==> src/rtl/rocketcpu_dac128s085.sv <==
// Wishbone-writable driver for an 8-channel 12-bit SPI DAC (DAC128S085 class).
// Shadowed channel values are streamed as 16-bit frames, lowest dirty channel first.
module rocketcpu_dac128s085 #(
  parameter int          CLK_DIV    = 16,
  parameter logic [15:0] INIT_WORD  = 16'h9000,
  parameter int          GAP_HALVES = 2
) (
  input  logic        i_wb_clk,
  input  logic        reset_n,
  input  logic [31:0] i_wb_adr,
  input  logic [31:0] i_wb_dat,
  input  logic        i_wb_we,
  input  logic        i_wb_cyc,
  output logic [31:0] o_wb_rdt,
  output logic        o_wb_ack,
  output logic        o_sclk,
  output logic        o_sync_n,
  output logic        o_din
);

  localparam logic [7:0]  DIV_LAST = 8'(CLK_DIV - 1);
  localparam logic [11:0] GAP_LAST = 12'(GAP_HALVES * CLK_DIV - 1);

  typedef enum logic [1:0] {
    S_INIT,
    S_IDLE,
    S_SHIFT,
    S_GAP
  } state_t;

  state_t      state;
  logic [11:0] shadow [8];
  logic [7:0]  dirty;
  logic        init_done;
  logic [15:0] shreg;
  logic [7:0]  div_cnt;
  logic [4:0]  half_cnt;
  logic [11:0] gap_cnt;

  logic [3:0]  reg_sel;
  logic        bus_req;
  logic        ch_wr;
  logic        busy;
  logic [2:0]  sel_ch;
  logic        gap_done;
  logic        start_sel;
  logic        load_frame;
  logic [15:0] load_word;
  logic [7:0]  dirty_set;
  logic [7:0]  dirty_clr;
  logic [31:0] rd_data;
  logic        unused_bits;

  assign reg_sel     = i_wb_adr[5:2];
  assign bus_req     = i_wb_cyc & ~o_wb_ack;
  assign ch_wr       = bus_req & i_wb_we & ~reg_sel[3];
  assign busy        = (state != S_IDLE);
  assign unused_bits = ^{i_wb_adr[31:6], i_wb_adr[1:0], i_wb_dat[31:12]};

  // The final gap cycle doubles as a selection cycle, so back-to-back frames
  // are separated by exactly GAP_HALVES*CLK_DIV high cycles.
  always_comb begin
    sel_ch = 3'd0;
    for (int i = 7; i >= 0; i--) begin
      if (dirty[i]) sel_ch = 3'(i);
    end
    gap_done   = (state == S_GAP) && (gap_cnt == GAP_LAST);
    start_sel  = (|dirty) && ((state == S_IDLE) || gap_done);
    load_frame = (state == S_INIT) || start_sel;
    load_word  = (state == S_INIT) ? INIT_WORD : {1'b0, sel_ch, shadow[sel_ch]};
    dirty_set  = ch_wr ? (8'd1 << reg_sel[2:0]) : 8'd0;
    dirty_clr  = start_sel ? (8'd1 << sel_ch) : 8'd0;
  end

  always_comb begin
    rd_data = 32'd0;
    if (!reg_sel[3]) begin
      rd_data = {20'd0, shadow[reg_sel[2:0]]};
    end else if (reg_sel == 4'd8) begin
      rd_data = {22'd0, init_done, busy, dirty};
    end
  end

  // Bus side: a new write's set of dirty[k] overrides a same-cycle clear.
  always_ff @(posedge i_wb_clk or negedge reset_n) begin
    if (!reset_n) begin
      o_wb_ack <= 1'b0;
      o_wb_rdt <= 32'd0;
      dirty    <= 8'd0;
      for (int i = 0; i < 8; i++) shadow[i] <= 12'd0;
    end else begin
      o_wb_ack <= bus_req;
      o_wb_rdt <= bus_req ? rd_data : 32'd0;
      if (ch_wr) shadow[reg_sel[2:0]] <= i_wb_dat[11:0];
      dirty <= (dirty & ~dirty_clr) | dirty_set;
    end
  end

  always_ff @(posedge i_wb_clk or negedge reset_n) begin
    if (!reset_n) begin
      state     <= S_INIT;
      init_done <= 1'b0;
      o_sclk    <= 1'b1;
      o_sync_n  <= 1'b1;
      o_din     <= 1'b0;
      shreg     <= 16'd0;
      div_cnt   <= 8'd0;
      half_cnt  <= 5'd0;
      gap_cnt   <= 12'd0;
    end else if (load_frame) begin
      shreg    <= load_word;
      o_din    <= load_word[15];
      o_sync_n <= 1'b0;
      o_sclk   <= 1'b1;
      div_cnt  <= 8'd0;
      half_cnt <= 5'd0;
      state    <= S_SHIFT;
    end else begin
      case (state)
        S_SHIFT: begin
          if (div_cnt == DIV_LAST) begin
            div_cnt  <= 8'd0;
            half_cnt <= half_cnt + 5'd1;
            if (half_cnt == 5'd31) begin
              o_sclk    <= 1'b1;
              o_sync_n  <= 1'b1;
              o_din     <= 1'b0;
              gap_cnt   <= 12'd0;
              init_done <= 1'b1;
              state     <= S_GAP;
            end else begin
              o_sclk <= ~o_sclk;
              // Data advances on the SCLK rising edge, keeping it centred on the fall.
              if (!o_sclk) begin
                shreg <= {shreg[14:0], 1'b0};
                o_din <= shreg[14];
              end
            end
          end else begin
            div_cnt <= div_cnt + 8'd1;
          end
        end
        S_GAP: begin
          if (gap_done) state <= S_IDLE;
          else gap_cnt <= gap_cnt + 12'd1;
        end
        default: ;
      endcase
    end
  end

endmodule

==> config.mk <==
export PLATFORM = sky130hd
export DESIGN_NAME = rocketcpu_dac128s085
export DESIGN_NICKNAME = d
export VERILOG_FILES = /design/src/rtl/rocketcpu_dac128s085.sv
export SDC_FILE = /design/constraint.sdc
export NUM_CORES = 1
export LEC_CHECK = 0
export ABC_AREA = 1
export BUFFER_PORTS_ARGS = -buffer_cell sky130_fd_sc_hd__buf_2
export CORE_MARGIN = 2
export CORE_UTILIZATION = 30
export CTS_BUF_LIST = sky130_fd_sc_hd__clkbuf_2 sky130_fd_sc_hd__clkbuf_4 sky130_fd_sc_hd__clkbuf_8
export DETAILED_ROUTE_END_ITERATION = 16
export HOLD_SLACK_MARGIN = 0.06
export MAX_ROUTING_LAYER = met4
export PLACE_DENSITY_LB_ADDON = 0.3
export SLEW_MARGIN = 5
export SYNTH_ARGS = -nofsm -noshare
export SYNTH_HDL_FRONTEND = slang
export SYNTH_SLANG_ARGS = --single-unit
==> constraint.sdc <==
create_clock -name i_wb_clk -period 2.15 [get_ports i_wb_clk]
set_clock_uncertainty 0.1 [all_clocks]
set_input_delay 0.1075 -clock i_wb_clk [delete_from_list [all_inputs] [get_ports i_wb_clk]]
set_output_delay 0.1075 -clock i_wb_clk [all_outputs]
set_load 0.03 [all_outputs]
### After elaboration in Yosys (flattened, before gate mapping)

Index checks and enable logic that the tools add are counted.

| operators by class | value |
|---|---|
| equal/unequal tests | 17 |
| $add $sub $neg | 3 |
| muxes and demuxes | 56 |
| reduce and logical (&&, ||, !) cells | 19 |
| order comparisons | 3 |
| divide/modulo/power cells | 0 |
| shift operators | 2 |
| $mul | 0 |
| bitwise operators | 12 |

Operators by type and width:

| cell | count |
|---|---|
| two-way mux 12 bit | 9 |
| bitwise mux 96 bit | 1 |
| two-way mux 15 bit | 5 |
| binary-select mux 12 bit (select 3 bit) | 2 |
| two-way mux 8 bit | 5 |
| demux 12 bit (select 3 bit) | 1 |
| two-way mux 32 bit | 1 |
| two-way mux 3 bit | 8 |
| one-hot mux 12 bit (2 select lines) | 1 |
| two-way mux 16 bit | 1 |
| left shift 1 x 3 -> 8 bit (first input constant) | 2 |
| two-way mux 5 bit | 3 |
| two-way mux 1 bit | 13 |
| adder 12 x 1 -> 12 bit (second input constant) | 1 |
| equality test 12 x 5 -> 1 bit (second input constant) | 1 |
| AND reduction 4 bit | 3 |
| two-way mux 10 bit | 1 |
| inequality test 3 bit (second input constant) | 3 |
| adder 8 x 1 -> 8 bit (second input constant) | 1 |
| bitwise AND 8 bit | 1 |
| equality test 8 x 4 -> 1 bit (second input constant) | 1 |
| >= comparator 4 bit (second input constant) | 2 |
| two-way mux 2 bit | 4 |
| inequality test 2 bit (second input constant) | 4 |
| other kinds (23) | 38 |

| storage, ports and cells | value |
|---|---|
| memories kept | 0 |
| bits in latches | 0 |
| input port bits | 68 |
| register bits | 183 |
| bits in writable memories | 0 |
| output and inout port bits | 36 |
| memory bits (read-only) | 0 |
| logic and storage cells | 132 |

### Depth between registers and ports, before layout

| logic depth | value |
|---|---|
| depth after elaboration | 14 |
| depth in mapped cells | 15 |
| mapped depth without buffers | 14 |

### Worst setup path before layout

Ideal clock, no wire load.

| timing path | value |
|---|---|
| kind | flip-flop to flip-flop |
| start | register gap_cnt[0] |
| end | register shreg[5] |
| required time | 1.930 ns |
| library setup time | 0.120 ns |
| period minus slack after synthesis | 1.914 ns |
| cell stages (with the launch flop) | 15 |
| slack | 0.236 ns |
| data arrival time | 1.695 ns |
| path buffers | 1 |
| cell sequence | dfrtp_1 -> ha_1 -> nand2_1 -> nor2_1 -> nand3_2 -> nand2_2 -> nand2_4 -> nand2_8 -> a21oi_4 -> inv_6 -> nand2_8 -> inv_4 -> buf_6 -> nor2_2 -> a21oi_2 |

| between the ends | value |
|---|---|
| word-level cells in the longest chain between the ends | 7 |
| elaborated cells on any way between the ends | 11 |
| those cells by class | eq/ne (3); mux (1); reduce/logical (7) |

Ends and longest elaborated chain:

| element | line | text |
|---|---|---|
| start, declared | 38 | `logic [11:0] gap_cnt;` |
| start signal, assigned | 145 | `else gap_cnt <= gap_cnt + 12'd1;` |
| equality test 12 x 5 -> 1 bit (*) | 67 | `gap_done = (state == S_GAP) && (gap_cnt == GAP_LAST);` |
| logical AND 1 bit (*) | 67 |  |
| logical OR 1 bit (*) | 68 | `start_sel = (\|dirty) && ((state == S_IDLE) \|\| gap_done);` |
| logical AND 1 bit (*) | 68 |  |
| logical OR 1 bit (*) | 69 | `load_frame = (state == S_INIT) \|\| start_sel;` |
| inequality test 2 bit (no source line) (tied with other cells) | - |  |
| AND reduction 4 bit (no source line) | - |  |
| end signal, assigned | 111 | `shreg <= load_word;` |
| end signal, assigned | 135 | `shreg <= {shreg[14:0], 1'b0};` |
| end, declared | 35 | `logic [15:0] shreg;` |

Every way passes the cells marked *; elsewhere a longest branch is shown, timed or not.
A chain may end at the register's enable or synchronous reset.

### Final worst setup path

| timing path | value |
|---|---|
| start | register dirty[6] |
| end | register shreg[1] |

| between the ends | value |
|---|---|
| word-level cells in the longest chain between the ends | 13 |
| elaborated cells on any way between the ends | 21 |
| those cells by class | eq/ne (2); mux (12); bitwise (1); reduce/logical (6) |

Ends and longest elaborated chain:

| element | line | text |
|---|---|---|
| start, declared | 33 | `logic [7:0] dirty;` |
| start signal, assigned | 95 | `dirty <= (dirty & ~dirty_clr) \| dirty_set;` |
| two-way mux 3 bit (7 in series) | 65 | `if (dirty[i]) sel_ch = 3'(i);` |
| NOT 3 -> 4 bit (not written as such) | 70 | `load_word = (state == S_INIT) ? INIT_WORD : {1'b0, sel_ch, shadow[sel_ch]};` |
| binary-select mux 12 bit (select 3 bit) | 70 |  |
| two-way mux 12 bit (not written as such) (2 in series) | 70 |  |
| two-way mux 16 bit | 70 |  |
| two-way mux 15 bit | 110 | `end else if (load_frame) begin` |

Several ways; a longest one is shown, not always the timed one. The select of a mux whose other input is x is not followed.

==> flow_summary.json <==
{
  "synth_area_leaders": "dfrtp_1, nand2_1, o21ai_0, inv_1, nor2_1",
  "grt_start_max_net_pins": 59,
  "avgSynthCellArea_um2": 7.685,
  "antenna_found_initial": 1,
  "avgViaCountPerCell": 4.824,
  "reg2reg_depth": 14,
  "synth_edf_count": 0,
  "yosysWarnings": 0,
  "cts_htree_levels": 4,
  "endpoint_kind": "flop",
  "cp-start-kind": "flop",
  "synth_seq_cells": 163,
  "rrSetupSlack_ns": 0.14,
  "synth_top_area_share": 0.4554,
  "core.rowCount": 62,
  "finalCritPeriodShare": 0.9331,
  "hp-start": "i_wb_adr[4]",
  "power.leakage_nw": 5.024,
  "whs_endpoint": "o_wb_rdt[11]",
  "grt_usage": 0.1802,
  "post_drt_wl_per_cell_um": 16.04,
  "cp.arrival_ns": 2.27,
  "clkLatencyLatePin_ns": 0.48,
  "final_cell_area_um2": 10330,
  "dpl_cell_area_um2": 9722,
  "yosysSeqAreaShare": 0.4614,
  "firstDrtPassIters": 5,
  "async_flop_share": 1.000,
  "status": "completed",
  "yosysUniqueCellTypes": 45,
  "placed_cells": 1574,
  "cts_tree": "yes",
  "r2r-start": "dirty[6]",
  "synth_most_common_cell": "nand2_1",
  "gp_congestion": 0.8591,
  "rsz0062_at_grt": "true",
  "hold_class": "primary input to flop",
  "cts_sinks": 163,
  "worstSetupPathType": "flop to flop",
  "vdd_drop_max_uv": 360.6,
  "synth_flop_cell": "dfrtp_1",
  "synth_cells": 1151,
  "post-place-ws_ns": 0.1358,
  "grt_pass1_vias": 7359,
  "drc": 0,
  "drv_cap": 0,
  "fp.dieW_um": 175.7,
  "die_y_um": 175.7,
  "finalPower_mw": 6.730,
  "yosys.area.top_type": "dfrtp_1",
  "maxClockFrequency_mhz": 498.5,
  "nFillCells": 3057,
  "grt_pass1_wl_um": 41500,
  "design.portCount": 104,
  "hold_depth": 5,
  "final_cells": 1627,
  "clockBufferDepth": 2,
  "drt_wl_total_um": 26100,
  "numCtsBuffers": 17,
  "synth_area_um2": 8846,
  "gr-total-overflow": 0,
  "final.setup.tns_ns": 0,
  "clk_pin_slew_ns": 0.10,
  "hold_violations": 0,
  "io_buffer_count": 35,
  "p_per_area_nw_per_um2": 651.2,
  "core-area_um2": 28860,
  "drive_gt1_frac": 0.1457,
  "area_growth_pct": 16.83,
  "ant_nets": 0,
  "synth_common_cells": "nand2_1, dfrtp_1, o21ai_0",
  "setup_ws_ns": 0.1439,
  "setup_viol": 0,
  "reg2reg_to": "shreg[1]",
  "fin_crit_ns": 2.006,
  "die_area_um2": 30880,
  "slew_viol_final": 0,
  "clock_tree.root_cell": "clkbuf_8",
  "hpwl_um": 17660,
  "nets": 1301,
  "start_util": 0.3065,
  "drt_iter0_markers": 714,
  "worst_ep_required_time_ns": 2.42,
  "cp_max_fo": 14,
  "vias": 7849
}
==> registers in the layout, summed over array words and instances (netlist names), 2 cells and up <==
name / cells
o_wb_rdt: 12
state: 2
div_cnt: 8
shreg: 15
gap_cnt: 12
dirty: 8
half_cnt: 5
shadow: 96
==> worst max-delay path by stage <==
| stage | slack, ns | to | from |
|---|---|---|---|
| after floorplan | 0.24 | shreg[5] | gap_cnt[0] |
| after global placement | 0.14 | gap_cnt[7] | half_cnt[0] |
| after detailed placement | 0.14 | gap_cnt[7] | half_cnt[1] |
| after CTS | 0.11 | gap_cnt[9] | half_cnt[1] |
| after global routing | -0.02 | shreg[10] | dirty[6] |
| final | 0.14 | shreg[1] | dirty[6] |
==> report_power, final <==
part | leakage [nW] | total (mW) | internal [mW] | switching (mW)
registers | 2.13 | 3.57 | 3.37 | 0.200
clock network | 0.199 | 2.25 | 0.949 | 1.30
logic | 2.70 | 0.913 | 0.335 | 0.578
total | 5.02 | 6.73 | 4.65 | 2.08
==> layout by cell type (no fill, tap or decap), types with 10 or more instances in the layout <==
cell,n
nand3_1,61
buf_2,34
dlygate4sd3_1,16
a311oi_1,10
a21oi_1,41
dfrtp_1,161
nor2_1,89
o22ai_1,16
clkbuf_8,17
o21ai_0,157
nand2_1,255
nor2_2,10
buf_4,57
inv_1,148
nand3b_1,15
nand4_1,36
conb_1,20
==> per-stage QoR <==
stage / hold WS [ns] / util
2_1_floorplan: -0.2881 / -
3_3_place_gp: 0.007068 / 0.3369
3_5_place_dp: 0.003101 / 0.3369
4_1_cts: 0.1173 / 0.3562
5_1_grt: 0.1556 / 0.3581
6_report: 0.1450 / 0.3581
==> critical path, cell delays in order, from the launching register on <==
cell	delay, ns
dfrtp_1	0.40
inv_2	0.06
nand2_1	0.05
nand2_1	0.05
nand2_1	0.05
nand2_1	0.07
nand2_1	0.16
nand2_1	0.11
nand2_1	0.11
buf_4	0.24
nand3_1	0.10
nand3_1	0.09
nand2_1	0.05
nand2_1	0.14
a21oi_1	0.08
==> routing by layer <==
| layer | GRT usage | vias to the layer above | routed length [um] |
|---|---|---|---|
| met3 | 0.03290 | 33 | 1414 |
| met1 | 0.2487 | 3714 | 12610 |
| met5 | - | - | 0 |
| li1 | - | 3856 | - |
| met2 | 0.2715 | 246 | 11610 |
| met4 | 0.04993 | 0 | 465 |
==> final cells by class <==
cell class | instances | area, um^2 | area share
inverter | 155 | 591.8 | 0.05726
clock buffer | 17 | 234.0 | 0.02264
antenna | 1 | 2.502 | 0.0002421
tap | 384 | 480.5 | 0.04649
clock inverter | 15 | 143.9 | 0.01392
multi-input combinational | 775 | 3869 | 0.3743
sequential | 163 | 4081 | 0.3949
timing repair buffer | 117 | 932.1 | 0.09019
==> cell families after synthesis <==
family	Yosys count	synth area share
AO/OA/AOI/OAI	250	0.1596
XOR/XNOR	9	0.008911
adder cells (fa/ha/maj)	4	0.005658
buffers and inverters	232	0.1119
AND/OR/NAND/NOR	492	0.2522
other	1	0.0004239
flip-flops	163	0.4614
==> timing repair <==
item                                    4_1_cts  5_1_grt
setup buffers                                 0        3
endpoints found under the setup margin        0       13
resized for setup                             0        6
endpoints found under the hold margin       265        0
hold buffers                                 17        0
Power figures use the tool's default switching activity.
